<file path="src/rtl/seq_alu.sv">
// ============================================================================
// seq_alu : handshaked ALU with an iterative shift-add multiplier; rev 1.0
// ============================================================================
`timescale 1ns/1ps
`default_nettype none

package details;
  typedef enum logic [2:0] {
    clr_alu  = 3'd0,
    pass_alu = 3'd1,
    add_alu  = 3'd2,
    sub_alu  = 3'd3,
    mul_alu  = 3'd4,
    inc_alu  = 3'd5
  } alu_op_t;
endpackage

module seq_alu
  import details::*;
#(
  parameter int WIDTH    = 12,
  parameter bit SATURATE = 1'b0
) (
  input  logic                    clk,
  input  logic                    rstN,
  input  logic                    in_valid,
  output logic                    in_ready,
  input  logic signed [WIDTH-1:0] a,
  input  logic signed [WIDTH-1:0] b,
  input  alu_op_t                 selectOp,
  output logic                    out_valid,
  input  logic                    out_ready,
  output logic signed [WIDTH-1:0] c,
  output logic                    zero,
  output logic                    neg,
  output logic                    ovf
);

  localparam int PW = 2*WIDTH + 1;
  localparam int CW = $clog2(WIDTH + 1);
  localparam logic [CW-1:0]    CNT_LAST = CW'(WIDTH);
  localparam logic [WIDTH-1:0] SMAX     = {1'b0, {(WIDTH-1){1'b1}}};
  localparam logic [WIDTH-1:0] SMIN     = {1'b1, {(WIDTH-1){1'b0}}};

  typedef enum logic [1:0] {
    IDLE = 2'd0,
    MUL  = 2'd1,
    HOLD = 2'd2
  } state_t;

  state_t                   state_q, state_d;
  logic                     out_valid_q, out_valid_d;
  logic [WIDTH-1:0]         c_q, c_d;
  logic                     zero_q, zero_d, neg_q, neg_d, ovf_q, ovf_d;
  logic [2*WIDTH-1:0]       mcand_q, mcand_d, acc_q, acc_d;
  logic [WIDTH:0]           mplier_q, mplier_d;
  logic                     msign_q, msign_d;
  logic [CW-1:0]            cnt_q, cnt_d;

  logic                     accept_w;
  logic [PW-1:0]            a_x_w, b_x_w, op_exact_w, mul_exact_w, exact_w;
  logic [WIDTH:0]           a_mag_w, b_mag_w;
  logic                     res_ovf_w;
  logic [WIDTH-1:0]         res_w;

  assign in_ready  = (state_q != MUL) && (!out_valid_q || out_ready);
  assign accept_w  = in_valid && in_ready;
  assign out_valid = out_valid_q;
  assign c         = c_q;
  assign zero      = zero_q;
  assign neg       = neg_q;
  assign ovf       = ovf_q;

  assign a_x_w = {{(PW-WIDTH){a[WIDTH-1]}}, a};
  assign b_x_w = {{(PW-WIDTH){b[WIDTH-1]}}, b};

  // Magnitudes carry one extra bit so that -2^(WIDTH-1) is represented exactly.
  assign a_mag_w = a[WIDTH-1] ? (~{a[WIDTH-1], a} + (WIDTH+1)'(1)) : {a[WIDTH-1], a};
  assign b_mag_w = b[WIDTH-1] ? (~{b[WIDTH-1], b} + (WIDTH+1)'(1)) : {b[WIDTH-1], b};

  assign mul_exact_w = msign_q ? (~{1'b0, acc_q} + PW'(1)) : {1'b0, acc_q};

  always_comb begin
    op_exact_w = '0;
    case (selectOp)
      pass_alu: op_exact_w = b_x_w;
      add_alu:  op_exact_w = a_x_w + b_x_w;
      sub_alu:  op_exact_w = a_x_w - b_x_w;
      inc_alu:  op_exact_w = a_x_w + PW'(1);
      default:  op_exact_w = '0;
    endcase
  end

  // The exact result fits the signed range only if all bits above WIDTH-2 agree.
  assign exact_w   = (state_q == MUL) ? mul_exact_w : op_exact_w;
  assign res_ovf_w = !((&exact_w[PW-1:WIDTH-1]) || !(|exact_w[PW-1:WIDTH-1]));
  assign res_w     = (SATURATE && res_ovf_w) ? (exact_w[PW-1] ? SMIN : SMAX)
                                             : exact_w[WIDTH-1:0];

  always_comb begin
    state_d     = state_q;
    out_valid_d = out_valid_q;
    c_d         = c_q;
    zero_d      = zero_q;
    neg_d       = neg_q;
    ovf_d       = ovf_q;
    mcand_d     = mcand_q;
    mplier_d    = mplier_q;
    acc_d       = acc_q;
    msign_d     = msign_q;
    cnt_d       = cnt_q;
    case (state_q)
      IDLE, HOLD: begin
        if (accept_w) begin
          if (selectOp == mul_alu) begin
            state_d     = MUL;
            out_valid_d = 1'b0;
            mcand_d     = {{(WIDTH-1){1'b0}}, a_mag_w};
            mplier_d    = b_mag_w;
            acc_d       = '0;
            msign_d     = a[WIDTH-1] ^ b[WIDTH-1];
            cnt_d       = '0;
          end else begin
            state_d     = HOLD;
            out_valid_d = 1'b1;
            c_d         = res_w;
            zero_d      = (res_w == '0);
            neg_d       = res_w[WIDTH-1];
            ovf_d       = res_ovf_w;
          end
        end else if (state_q == HOLD && out_ready) begin
          state_d     = IDLE;
          out_valid_d = 1'b0;
        end
      end
      MUL: begin
        if (cnt_q != CNT_LAST) begin
          if (mplier_q[0]) acc_d = acc_q + mcand_q;
          mcand_d  = mcand_q << 1;
          mplier_d = mplier_q >> 1;
          cnt_d    = cnt_q + CW'(1);
        end else begin
          state_d     = HOLD;
          out_valid_d = 1'b1;
          c_d         = res_w;
          zero_d      = (res_w == '0);
          neg_d       = res_w[WIDTH-1];
          ovf_d       = res_ovf_w;
        end
      end
      default: state_d = IDLE;
    endcase
  end

  always_ff @(posedge clk or negedge rstN) begin
    if (!rstN) begin
      state_q     <= IDLE;
      out_valid_q <= 1'b0;
      c_q         <= '0;
      zero_q      <= 1'b0;
      neg_q       <= 1'b0;
      ovf_q       <= 1'b0;
      mcand_q     <= '0;
      mplier_q    <= '0;
      acc_q       <= '0;
      msign_q     <= 1'b0;
      cnt_q       <= '0;
    end else begin
      state_q     <= state_d;
      out_valid_q <= out_valid_d;
      c_q         <= c_d;
      zero_q      <= zero_d;
      neg_q       <= neg_d;
      ovf_q       <= ovf_d;
      mcand_q     <= mcand_d;
      mplier_q    <= mplier_d;
      acc_q       <= acc_d;
      msign_q     <= msign_d;
      cnt_q       <= cnt_d;
    end
  end

endmodule

`default_nettype wire

</file>
<file path="config.mk">
export PLATFORM = sky130hd
export DESIGN_NAME = seq_alu
export DESIGN_NICKNAME = d
export VERILOG_FILES = /design/src/rtl/seq_alu.sv
export SDC_FILE = /design/constraint.sdc
export NUM_CORES = 1
export LEC_CHECK = 0
export BUFFER_PORTS_ARGS = -buffer_cell sky130_fd_sc_hd__buf_2
export CORE_MARGIN = 5
export CORE_UTILIZATION = 25
export DETAILED_ROUTE_END_ITERATION = 7
export MAX_ROUTING_LAYER = met4
export PLACE_DENSITY = 0.41
export SLEW_MARGIN = 20
export SYNTH_ARGS = -nofsm -noshare
export SYNTH_HDL_FRONTEND = slang
export SYNTH_SLANG_ARGS = --single-unit
</file>
<file path="constraint.sdc">
create_clock -name clk -period 2.6 [get_ports clk]
set_input_delay 0.26 -clock clk [delete_from_list [all_inputs] [get_ports clk]]
set_output_delay 0.26 -clock clk [all_outputs]
set_load 0.02 [all_outputs]
</file>
-- Word-level counts from Yosys, hierarchy flattened
Cells that the tools add are included.
- register bits after elaboration: 84
- input port bits: 31
- output and inout port bits: 17
- logic and storage cells: 107
- add/subtract/negate cells: 8
- equality and inequality tests: 16
- mux-type cells: 48
- bitwise operators: 4
- reduce and logical (&&, ||, !) cells: 20
- operator list (operator ; count):
    24-bit two-way mux ; 7
    25-bit one-hot mux with 4 select lines ; 1
    24-bit one-hot mux with 2 select lines ; 2
    13-bit two-way mux ; 5
    25-bit two-way mux ; 2
    12-bit two-way mux ; 3
    13-bit by 1-bit adder with 13-bit output (second input constant) ; 2
    13-bit NOT ; 2
    13-bit one-hot mux with 2 select lines ; 1
    25-bit by 1-bit adder with 25-bit output (second input constant) ; 1
    24-bit NOT with 25-bit output ; 1
    24-bit adder ; 1
    12-bit one-hot mux with 2 select lines ; 1
    14-bit AND reduction ; 1
    14-bit OR reduction ; 1
    12-bit by 12-bit adder with 13-bit output ; 1
    12-bit by 2-bit adder with 13-bit output (second input constant) ; 1
    1-bit two-way mux ; 13
    12-bit by 12-bit subtractor with 13-bit output ; 1
    12-bit zero test ; 1
    4-bit two-way mux ; 3
    2-bit != test (second input constant) ; 5
    2-bit two-way mux ; 4
    1-bit one-hot mux with 2 select lines ; 4
    other kinds (22) ; 32

-- Logic depth before layout (Yosys ltp)
- word-level depth: 11
- depth in mapped cells: 18
- gate-level depth less buffers: 17

-- Worst setup path after synthesis
No wires, ideal clock.
- path type: input to register
- start: input port b[0]
- end: register ovf_q, in the netlist ovf
- library setup time: 0.095 ns
- arrival time: 3.477 ns
- required time: 2.505 ns
- slack: -0.972 ns
- stages: 14
- path buffers: 0
- cells stage by stage: inv_1 > ha_1 > or3b_1 > or4b_1 > or3_1 > a22oi_1 > o21ai_0 > ha_1 > nand2_1 > o311ai_0 > xnor2_1 > nor2_1 > o31a_1 > o31ai_1
- longest elaborated chain between the ends: 10
- elaborated cells on any way between the ends: 13
- those cells by class: add/sub: 2; mux: 6; reduce/logical: 5
- ends and longest elaborated chain (what ; line ; text):
    start: declaration ; 29 ; input logic signed [WIDTH-1:0] b,
    12-bit by 12-bit subtractor with 13-bit output or 12-bit by 12-bit adder with 13-bit output (tied branches) ; 88, 87 ;
    25-bit one-hot mux with 4 select lines * ; 85 ; case (selectOp)
    25-bit two-way mux * ; 95 ; assign exact_w = (state_q == MUL) ? mul_exact_w : op_exact_w;
    14-bit OR reduction ; 96 ; assign res_ovf_w = !((&exact_w[PW-1:WIDTH-1]) || !(|exact_w[PW-1:WIDTH-1]));
    1-bit zero test ; 96 ;
    1-bit logical OR * ; 96 ;
    1-bit zero test * ; 96 ;
    1-bit two-way mux ; 115 ; if (selectOp == mul_alu) begin
    1-bit two-way mux ; 114 ; if (accept_w) begin
    1-bit one-hot mux with 2 select lines * ; 112 ; case (state_q)
    end signal: assignment ; 174 ; ovf_q <= ovf_d;
    end: declaration ; 54 ; logic zero_q, zero_d, neg_q, neg_d, ovf_q, ovf_d;
Every way passes the cells marked *; elsewhere a longest branch is shown, timed or not. The select of a mux whose other input is x is not followed.
A chain may end at the register's enable or synchronous reset.

-- Worst setup path in the final report
- start: input port b[1]
- end: register ovf_q, in the netlist ovf
The elaborated chain is that of the path after synthesis.

==> metrics <==
first drt pass iteration count=4; io pins=48; CP delay by family, top=simple AND/OR/NAND/NOR gates; crit share post-route=1.25; Startpoint Class=input port; half-perimeter wire length after detailed placement=18900 µm; routability cong.=0.846; largest stage delay on the critical path=0.57 ns; largest net degree at the start of global routing=55; fmax=0.307 GHz; Remaining Overflow, GRT=0; Layout Cells excl Fill=1457; status=finished, violations left; Routed Antenna Nets=0; Hold Path Class=input port to flip-flop; min Tclk post-route=3.26 ns; cell row count=60; mapped cell area=6900 µm²; Synth area leader=dfrtp_1; PwrDens=824 nW/µm²; Maximum Capacitance Violations=0; Peak VDD IR=365 µV; Synth warnings=0; Max Slew Vio Count=0; crit path cell chain=buf_12, inv_12, ha_4, or3b_4, or4b_4, or3_4, a21oi_2, o21ai_1, o21ai_1, ha_1, nand2_2, a2bb2oi_2, o311ai_1, xnor2_1, nor2_1, o31a_1, o31ai_2; failing checks=negative setup slack; commonest non-fill, non-tap cell in the layout=buf_4; post-synthesis async set-or-reset flop share=1.00; fraction of layout cells with a size suffix above 1=0.341; starting density of the core=0.255; worst r2r src=acc_q[4]; clock slew at reported path FFs=0.07 ns; worst rel slew slack=0.631; most frequent cells in the layout=197 x buf_4, 125 x nand2_1, 78 x dfrtp_1, 63 x o21ai_0, 55 x nor2_1; Setup WS post-layout=-0.655 ns; unrepaired setup endpoints after global routing=true; H-tree Lvls=3; Hold Fails Final Rpt=0; total power=0.00813 W; Antenna Cells=0; Syn-to-layout area delta=42.9%; Layout Skew=0.0138 ns; Die Area=31000 µm²; vias=7083; crit path capture type=flip-flop; Syn Inst Count=864; crit path max-delay cell type=or4b_4; Synth cell types=73; IO buf count=47; # DRC=0; total CTS buffers=9; vias per cell=4.86; Total GRT Usage=0.163; top_reg_cell synth=dfrtp_1; worst skew pair latency=0.36 ns; CP bufs+invs=2; R2R setup slack=-0.28 ns; CTS tree=done; worst-path fanout max=4; Worst R2R End=ovf; chip height=176 µm; WL final=24200 µm; critical path type=input port to flip-flop; syn avg cell area=7.99 µm²; Setup crit start=b[1]; FF+latch count, synth=83; Final setup viols=11; Fillers=2864; Hold Path Stages=4; synth top area cells=dfrtp_1 30%, ha_1 7.6%, nand2_1 7.0%, o21ai_0 6.0%, a21oi_1 4.3%; Tightest Pin Transition=0.554 ns; most frequent CP cell=o21ai_1; Synth top area share=0.301; WP depth=17; r2r worst-path depth=10; Clock Sinks=83; initial antenna violation count=0; Iter 0 DRT Violations=357; Clock Root Buffer=clkbuf_16; Layout Nets=1155; core area=27100 µm²; Seq/Total Area, Yosys=0.301; Syn Nets=939; Leakage=4.52 nW; Clock Path Buffers=2; Post-synth EDFFs=0; routed length per instance=16.6 µm; Worst Hold Launch=out_ready; number of global-route vias before repair=7004; Critical Path AT=3.52 ns; Critical Path RT=2.87 ns; Worst Hold Path EP=state_q[1]; global-route wire length before repair=39200 µm; die span in x=176 µm; placed cells=1425
## logic make-up after synthesis
family | count (synthesis) | share of synthesized area
multiplexers | 10 | 0.0152
flip-flops | 83 | 0.301
AO/OA/AOI/OAI | 281 | 0.267
AND/OR/NAND/NOR | 312 | 0.219
XOR/XNOR | 58 | 0.0736
adder cells (fa/ha/maj) | 44 | 0.0819
buffers and inverters | 76 | 0.0424
## Yosys cell counts (4+ instances only)
library cell,number
a211o_1,5
a211oi_1,7
a21o_1,11
a21oi_1,60
a221o_1,8
a22o_1,7
a22oi_1,11
a31oi_1,8
a41oi_1,6
and2_1,6
and3_1,4
buf_1,7
clkbuf_1,39
dfrtp_1,83
ha_1,42
inv_1,25
mux2_2,4
mux2i_1,6
nand2_1,129
nand2b_1,12
nand3_1,27
nand3b_1,6
nor2_1,59
nor2b_1,6
nor3_1,23
nor4_1,6
o211ai_1,5
o21a_1,10
o21ai_0,83
o21bai_1,4
o221a_2,4
o31ai_1,18
or3_1,10
or4_1,5
xnor2_1,26
xor2_1,32
## report_power, final
group | internal, W | switching, W
Sequential | 0.00168 | 0.000392
Combinational | 0.00238 | 0.00238
Clock | 0.000665 | 0.000637
## how the worst max path moves through the flow
stage                      to  slack (ns)
after CTS                 ovf       -0.61
after global placement    ovf       -1.12
after detailed placement  ovf       -1.17
after floorplan           ovf       -0.78
final                     ovf       -0.66
after global routing      ovf       -0.77
## tightest hold or removal path, stage by stage
cell and delay, ns:
buf_2 0.10, inv_1 0.06, nand3_1 0.08, nand2_1 0.05
## routing by layer
| metal | vias up | wire [µm] | GRT usage |
|---|---|---|---|
| li1 | 3589 | - | - |
| met1 | 3376 | 12100 | 0.225 |
| met2 | 98 | 11200 | 0.257 |
| met3 | 20 | 614 | 0.0206 |
| met4 | 0 | 358 | 0.0354 |
| met5 | - | 0 | - |
## timing repair
| action | CTS | global route |
|---|---|---|
| hold buffers | 1 | 0 |
| endpoints found under the hold margin | 31 | 0 |
| setup endpoints to repair | 16 | 21 |
| setup buffers | 4 | 12 |
| resized for setup | 64 | 43 |
| pin swaps | 26 | 36 |
## state kept, by name (all words and copies together), names as in the netlist
name / cells
mplier_q: 13
c: 11
acc_q: 24
neg: 1
mcand_q: 24
state_q: 2
out_valid: 1
ovf: 1
zero: 1
msign_q: 1
cnt_q: 4
## cell type report
type,count,area [µm²],area share
Tap cell,372,465,0.0472
Clock buffer,9,225,0.0228
Timing Repair Buffer,255,1910,0.194
Multi-Input combinational cell,705,5000,0.507
Sequential cell,83,2080,0.211
Clock inverter,7,58.8,0.00596
Inverter,26,118,0.0119
## stage by stage
step                utilization  hold WS [ns]  cell area, µm²  worst slack (ns)  setup TNS [ns]
floorplan                     -       -0.0356            7000            -0.778           -2.40
global placement          0.332         0.260            9000             -1.12           -8.68
detailed placement        0.332         0.261            9000             -1.17           -8.92
CTS                       0.354         0.216            9600            -0.613           -2.80
global route              0.364         0.247            9860            -0.766           -4.77
finish                    0.364         0.236            9860            -0.655           -3.31
(Power assumes the default switching activity.)
